<file path="src/rtl/branch_resolve.sv">
// branch_resolve: evaluates the branch condition of a B/BR instruction in ID
// against the Z/V/N flags. Flags produced by the ALU op currently in EX are
// forwarded ahead of the flag register. A taken branch registers the target,
// pulses br_taken_o/br_done_o and holds flush_o for FLUSH_LEN unstalled cycles.
// Saturating counters record resolved and taken branches.
module branch_resolve #(
    parameter int FLUSH_LEN = 2,   // 1..15
    parameter int CNT_W     = 16
) (
    input  logic             clk,
    input  logic             rst,
    input  logic             stall_i,
    input  logic             br_valid_i,
    input  logic             br_reg_i,
    input  logic [2:0]       ccc_i,
    input  logic [15:0]      pc_plus2_i,
    input  logic [8:0]       imm9_i,
    input  logic [15:0]      rs_data_i,
    input  logic             Z_i,
    input  logic             V_i,
    input  logic             N_i,
    input  logic             ex_valid_i,
    input  logic [3:0]       ex_op_i,
    input  logic             Zalu_i,
    input  logic             Valu_i,
    input  logic             Nalu_i,
    output logic             br_taken_o,
    output logic             br_done_o,
    output logic [15:0]      target_o,
    output logic             flush_o,
    output logic [CNT_W-1:0] br_cnt_o,
    output logic [CNT_W-1:0] tk_cnt_o
);

    typedef enum logic {IDLE, FLUSH} state_t;

    localparam logic [3:0] FLUSH_LAST = 4'(FLUSH_LEN - 1);

    state_t           state, state_next;
    logic [3:0]       remain, remain_next;
    logic             fwd_nv, fwd_z;
    logic             z_eff, v_eff, n_eff;
    logic             cond_met;
    logic             accept, taken;
    logic [15:0]      target_calc;

    // Select effective flags: ALU results override the flag register when EX writes them.
    always_comb begin
        // NOTE: every always_comb output gets a default first so no latch is inferred.
        fwd_nv = 1'b0;
        fwd_z  = 1'b0;
        if (ex_valid_i) begin
            fwd_nv = (ex_op_i == 4'b0000) || (ex_op_i == 4'b0010);
            fwd_z  = !ex_op_i[3] && (ex_op_i != 4'b0001);
        end
        z_eff = fwd_z  ? Zalu_i : Z_i;
        n_eff = fwd_nv ? Nalu_i : N_i;
        v_eff = fwd_nv ? Valu_i : V_i;
    end

    // Evaluate the branch condition code against the effective flags.
    always_comb begin
        cond_met = 1'b0;
        case (ccc_i)
            3'b000:  cond_met = !z_eff;
            3'b001:  cond_met = z_eff;
            3'b010:  cond_met = !z_eff && !n_eff;
            3'b011:  cond_met = n_eff;
            3'b100:  cond_met = z_eff || !n_eff;
            3'b101:  cond_met = z_eff || n_eff;
            3'b110:  cond_met = v_eff;
            default: cond_met = 1'b1;
        endcase
    end

    // B adds the sign-extended word offset (wrapping mod 2^16); BR jumps to the register.
    assign target_calc = br_reg_i ? rs_data_i
                                  : pc_plus2_i + {{6{imm9_i[8]}}, imm9_i, 1'b0};

    // Branches are only accepted in IDLE; anything arriving during FLUSH is squashed.
    assign accept  = (state == IDLE) && br_valid_i && !stall_i;
    assign taken   = accept && cond_met;
    assign flush_o = (state == FLUSH);

    // Next-state logic: enter FLUSH on a taken branch, count down unstalled cycles.
    always_comb begin
        state_next  = state;
        remain_next = remain;
        if (!stall_i) begin
            case (state)
                IDLE: begin
                    if (taken) begin
                        state_next  = FLUSH;
                        remain_next = FLUSH_LAST;
                    end
                end
                FLUSH: begin
                    if (remain == 4'd0) begin
                        state_next = IDLE;
                    end else begin
                        remain_next = remain - 4'd1;
                    end
                end
                default: state_next = IDLE;
            endcase
        end
    end

    // FSM state and flush countdown registers.
    always_ff @(posedge clk or posedge rst) begin
        // NOTE: registered state uses non-blocking assignments only.
        if (rst) begin
            state  <= IDLE;
            remain <= 4'd0;
        end else begin
            state  <= state_next;
            remain <= remain_next;
        end
    end

    // Resolution pulses last one cycle; target only loads on a taken branch.
    always_ff @(posedge clk or posedge rst) begin
        if (rst) begin
            br_done_o  <= 1'b0;
            br_taken_o <= 1'b0;
            target_o   <= 16'h0000;
        end else begin
            br_done_o  <= accept;
            br_taken_o <= taken;
            if (taken) begin
                target_o <= target_calc;
            end
        end
    end

    // Saturating statistics: stop at all-ones, at most +1 per cycle.
    always_ff @(posedge clk or posedge rst) begin
        if (rst) begin
            br_cnt_o <= '0;
            tk_cnt_o <= '0;
        end else begin
            if (accept && (br_cnt_o != '1)) begin
                br_cnt_o <= br_cnt_o + CNT_W'(1);
            end
            if (taken && (tk_cnt_o != '1)) begin
                tk_cnt_o <= tk_cnt_o + CNT_W'(1);
            end
        end
    end

endmodule

</file>
<file path="config.mk">
export PLATFORM = sky130hd
export DESIGN_NAME = branch_resolve
export DESIGN_NICKNAME = d
export VERILOG_FILES = /design/src/rtl/branch_resolve.sv
export SDC_FILE = /design/constraint.sdc
export NUM_CORES = 1
export LEC_CHECK = 0
export CAP_MARGIN = 0
export CORE_UTILIZATION = 45
export DETAILED_ROUTE_END_ITERATION = 16
export GPL_TIMING_DRIVEN = 0
export PLACE_DENSITY = 0.87
export SLEW_MARGIN = 10
export SYNTH_ARGS = -nofsm -noshare
export SYNTH_HDL_FRONTEND = slang
export SYNTH_SLANG_ARGS = --single-unit
</file>
<file path="constraint.sdc">
create_clock -name clk -period 2.2 [get_ports clk]
set_input_delay 0.44 -clock clk [delete_from_list [all_inputs] [get_ports clk]]
set_output_delay 0.44 -clock clk [all_outputs]
set_load 0.005 [all_outputs]
</file>
After elaboration in Yosys (flattened, before gate mapping)
Cells that the tools add are included. Widths: inputs -> output; s select.

Flip-flop bits (word level): 55. Bits of input ports: 60. Output and inout bits: 51. Word-level logic and storage cells: 56.

Add/sub/neg operators: 4. Eq/ne operators: 12. Muxes and demuxes: 13. Bitwise logic cells: 2. Reductions and logical operators: 18.

Operator list (count): $add 16x1->16 const B (2); $ne 16x16->1 const B (2); $add 16x16->16 (1); $mux 16 (1); $eq 3x3->1 const B (3); $logic_not 4->1 (2); $mux 4 (2); $pmux 4 s2 (1); $logic_and 1x1->1 (7); $mux 1 (7); $pmux 1 s7 (1); $eq 3x2->1 const B (2); $eq 4x2->1 const B (1); $logic_not 1->1 (4); $ne 2x2->1 const B (2); $ne 4x1->1 const B (1); $sub 4x1->4 const B (1); $eq 3x1->1 const B (1); $logic_not 3->1 (1); $logic_or 1x1->1 (3); $reduce_and 3->1 (1); $not 1->1 (2); $pmux 1 s2 (1).

Depth between registers and ports, before layout
Word-level depth: 10. Gate-level depth with buffers: 10. Depth with buffers taken out: 10.

Worst setup path before layout
No wires, ideal clock.

Path kind: input-to-reg. From: input ex_op_i[0]. To: register tk_cnt_o[1]. Library setup time: 125 ps. Data arrival time: 2437 ps. Data required time: 2075 ps. Setup slack: -361 ps. Stages: 7. Buffers on the path: 0. Cell sequence: nor4b_2 > mux4_2 > and2_1 > a2111oi_2 > o21a_2 > and2b_1 > mux2_2.

Longest elaborated chain between the ends: 9. Elaborated cells between the ends (all ways): 18. Those cells by class: 2 x eq/ne; 6 x mux; 10 x reduce/logical.

RTL lines: start, declared (line 23) `input logic [3:0] ex_op_i,`; $eq 4x2->1 (tied with other cells) (line 53) `fwd_nv = (ex_op_i == 4'b0000) || (ex_op_i == 4'b0010);`; $logic_or 1x1->1 / $logic_and 1x1->1 (equally long branches) (line 53, 54); $mux 1 (line 52) `if (ex_valid_i) begin`; $mux 1, on equally long branches (line 57, 56); $logic_not 1->1, on equally long branches (line 67, 69, 65); $logic_or 1x1->1 / $logic_and 1x1->1 (equally long branches) (line 69, 67); $pmux 1 s7 * (line 64) `case (ccc_i)`; $logic_and 1x1->1 * (line 82) `assign taken = accept && cond_met;`; $logic_and 1x1->1 * (line 145) `if (taken && (tk_cnt_o != '1)) begin`; end signal, assigned (line 146) `tk_cnt_o <= tk_cnt_o + CNT_W'(1);`; end, declared (line 32) `output logic [CNT_W-1:0] tk_cnt_o`.

Mark *: on every way between the ends. The rest lies on a longest branch, timed or not. A chain may end at the register's enable or synchronous reset.

Final worst setup path
From: input ex_op_i[3]. To: register tk_cnt_o[1].

Longest elaborated chain between the ends: 9. Elaborated cells between the ends (all ways): 19. Those cells by class: 2 x eq/ne; 6 x mux; 11 x reduce/logical.

RTL lines (line): $eq 4x2->1 (tied with other cells) (53); $logic_or 1x1->1 / $logic_and 1x1->1 (equally long branches) (53, 54); $mux 1 (52); $mux 1, on equally long branches (57, 56); $logic_not 1->1, on equally long branches (67, 69, 65); $logic_or 1x1->1 / $logic_and 1x1->1 (equally long branches) (69, 67); $pmux 1 s7 * (64); $logic_and 1x1->1 * (82); $logic_and 1x1->1 * (145).

Marks and branches as above.

==> results.ini <==
[setup_path]
end_kind = register
critPathRequiredTime_ps = 2390
cp_cell_sequence = buf_8 > nor4b_4 > mux4_2 > and2_4 > a2111oi_4 > o21a_4 > and2b_2 > mux2_4
crit_family = multiplexers
path_depth = 8
crit_end = tk_cnt_o[1]$_DFFE_PP0P_
worst-path-max-fanout = 8
ff2ff_path_depth = 8
start_kind = primary input
critPathBufInv = 1
ff2ff_setup_slack_ps = 70
cp.arrival_ps = 2530
r2r-start = tk_cnt_o[7]$_DFFE_PP0P_
cp-startpoint = ex_op_i[3]
r2r_end = tk_cnt_o[5]$_DFFE_PP0P_
cpPeakStageDelay_ps = 550
slowest_stage = mux4_2
critPathKind = in -> reg

[run_status]
status = finished with violations
violations = setup timing

[sta]
final.period_utilization = 1.07
slew_headroom = 0.610
drv_slew = 0
fmax_mhz = 427
setup_violations = 31
worstMarginPinSlew_ps = 584
period_needed_ps = 2340
clock_skew_ps = 4.34
fin_ws_ps = -143
hold_viol = 0
rsz0062_at_grt = yes

[route]
wirelength_um = 9240
via_count = 3177
avgRoutedWirePerCell_um = 15.7
drt_iter0_markers = 106
drtAntennaViolNets = 0
drt_drc_violations_left = 0
vias_per_cell = 5.39
first_pass_iters = 4

[min_path]
holdCritPathClass = reg -> reg

[die]
die-width_um = 88.7
dieArea_sq_mm = 0.00787
die_h_um = 88.7
start_util = 0.466
core_sq_mm = 0.00725
rows = 31
io_pins = 111

[yosys]
ys_warn_count = 0
ys_seq_area_frac = 0.407
synth_top_family_by_area = simple AND/OR/NAND/NOR gates
yosys.area_share.simple = 0.195
synthDistinctLibCells = 59
post_synth_xor_area_fraction = 0.0932
synthAdderAreaFrac = 0.0688
ys.flop_type = dfrtp_1
async_flop_share = 1.00
synth_area_sq_mm = 0.00338
avgSynthCellArea_sq_um = 9.72
synth_edf_count = 0
synthMuxAreaShare = 0.0477
synth_fp_nets = 426
syn_inst = 348
synth_compound_area_frac = 0.154
synth_seq_cells = 55

[grt]
grt-ovfl-total = 0
grt_pass1_wl_um = 14100
grt_usage = 0.234
grt_max_degree = 30
antenna_found_initial = 0
grt_pass1_vias = 3158

[cells_and_area]
finalNetCount = 567
antennaDiodeCount = 0
final_core_utilization = 0.710
final_layout_size_suffix_gt1_frac = 0.190
n_fill_cell = 535
area_delta_synth_final_pct = 52.3

[power_and_ir_drop]
finalPower_uw = 3680
power.density_mw_per_mm2 = 714
clkPwrFrac = 0.141
sequentialPowerShare = 0.421
p_int_uw = 2480
p_sw_frac = 0.325
combPwrFrac = 0.437
leakage_uw = 0.00221
vdd_drop_max_mv = 0.594
p_sw_uw = 1190

[place]
io_buffer_count = 110
gp_congestion = 0.874
dpl.hpwl_um = 6530

[clock_tree]
clkSinkCount = 55
numCtsBuffers = 5
clkTransAtPathRegs_ps = 90
ctsHtreeMaxLevel = 2
cts_buffer_depth = 2
cts_tree = built
hold_buffers = 0
clkLatencyLatePin_ps = 300
root_buffer = clkbuf_8

[job]
maxCapViolCount = 0

==> power groups by stage <==
stage / Sequential (uW) / Combinational [uW] / Clock (uW)
3_3_place_gp: 1550 / 1420 / 0
5_1_grt: 1590 / 1750 / 578
3_5_place_dp: 1560 / 1480 / 0
2_1_floorplan: 1540 / 693 / 0
6_report: 1550 / 1610 / 520
4_1_cts: 1540 / 1580 / 543
==> through the flow <==
step	setup TNS (ps)	std cells	hold slack, ps	area (sq um)	setup slack (ps)
floorplan	-4160	348	475	3450	-234
global placement	-62910	557	473	4670	-833
detailed placement	-35850	558	479	4690	-905
CTS	-2010	586	502	5080	-140
global route	-5050	589	511	5150	-202
finish	-1950	589	495	5150	-143
==> cells in the mapped netlist, types with 3 or more instances <==
cell / number / share of area
buf_4: 3 / 0.0067
nand4_1: 12 / 0.022
inv_1: 18 / 0.020
and2_1: 4 / 0.0074
mux2_2: 7 / 0.023
nor2_1: 31 / 0.034
nand2_1: 19 / 0.021
dfrtp_1: 55 / 0.41
nand3_1: 15 / 0.022
a21oi_1: 29 / 0.043
o21a_1: 5 / 0.011
nor3b_2: 4 / 0.015
and4b_1: 3 / 0.0089
and4_1: 3 / 0.0078
and3_1: 7 / 0.013
nor3_1: 5 / 0.0074
mux2i_1: 6 / 0.018
a21o_1: 4 / 0.0089
xor2_1: 13 / 0.034
o21ai_0: 14 / 0.021
a211oi_1: 3 / 0.0067
xnor2_1: 23 / 0.060
ha_1: 17 / 0.063
o211ai_1: 4 / 0.0089
==> metal layers <==
layer / vias to the layer above / routed length (um) / track usage
li1: 1548 / - / -
met1: 1498 / 3950 / 0.289
met2: 110 / 4570 / 0.416
met3: 21 / 524 / 0.0364
met4: 0 / 191 / 0.0806
met5: - / 0 / 0
==> worst min path at each step <==
stage	start	end	slack [ps]	cells after the start
floorplan	tk_cnt_o[11]$_DFFE_PP0P_	tk_cnt_o[11]$_DFFE_PP0P_	480	1
global placement	tk_cnt_o[9]$_DFFE_PP0P_	tk_cnt_o[9]$_DFFE_PP0P_	470	1
detailed placement	target_o[12]$_DFFE_PP0P_	target_o[12]$_DFFE_PP0P_	480	1
CTS	tk_cnt_o[11]$_DFFE_PP0P_	tk_cnt_o[11]$_DFFE_PP0P_	500	1
global route	br_cnt_o[14]$_DFFE_PP0P_	br_cnt_o[14]$_DFFE_PP0P_	510	1
finish	br_cnt_o[14]$_DFFE_PP0P_	br_cnt_o[14]$_DFFE_PP0P_	490	1
==> logic make-up after synthesis <==
logic type | after synthesis
AO/OA/AOI/OAI | 80
multiplexers | 14
flip-flops | 55
AND/OR/NAND/NOR | 119
adder cells (fa/ha/maj) | 18
buffers and inverters | 26
XOR/XNOR | 36
==> state kept, by name (all words and copies together), names as in the netlist <==
signal and flops:
target_o 16, br_taken_o 1, br_done_o 1, remain 4
flush_o 1, tk_cnt_o 16, br_cnt_o 16
==> area by class of cell <==
class	instances	area (sq um)	share of cell area
Sequential cell	55	1380	0.267
Tap cell	99	124	0.0240
Multi-Input combinational cell	267	2150	0.417
Clock buffer	7	76.3	0.0148
Buffer	8	80.1	0.0155
Timing Repair Buffer	134	1270	0.248
Inverter	18	67.6	0.0131
Clock inverter	1	5.00	0.000972
==> cell usage in the layout, fill, tap and decap left out, types with 4 or more instances in the layout <==
| cell type | count |
|---|---|
| xor2_1 | 13 |
| ha_4 | 7 |
| ha_1 | 9 |
| mux2_2 | 4 |
| clkbuf_8 | 5 |
| dlygate4sd2_1 | 14 |
| nand3_1 | 11 |
| a21oi_1 | 26 |
| dfrtp_1 | 54 |
| nor3_1 | 5 |
| mux2i_1 | 6 |
| clkdlybuf4s50_1 | 88 |
| o211ai_1 | 4 |
| o21ai_0 | 11 |
| nand4_1 | 12 |
| nor2_1 | 30 |
| clkbuf_1 | 4 |
| nand2_1 | 19 |
| inv_1 | 15 |
| o21a_1 | 5 |
| buf_4 | 21 |
| xnor2_1 | 23 |
| and3_1 | 6 |
| a21o_1 | 4 |
| buf_6 | 6 |
==> what timing repair did <==
| item | in CTS | in global routing |
|---|---|---|
| pin swaps | 28 | 12 |
| resized for setup | 75 | 15 |
| buffers inserted | 19 | 3 |
| cloned | 1 | 0 |
| endpoints found under the setup margin | 48 | 45 |
No activity file was read; power rests on OpenSTA's default activity.
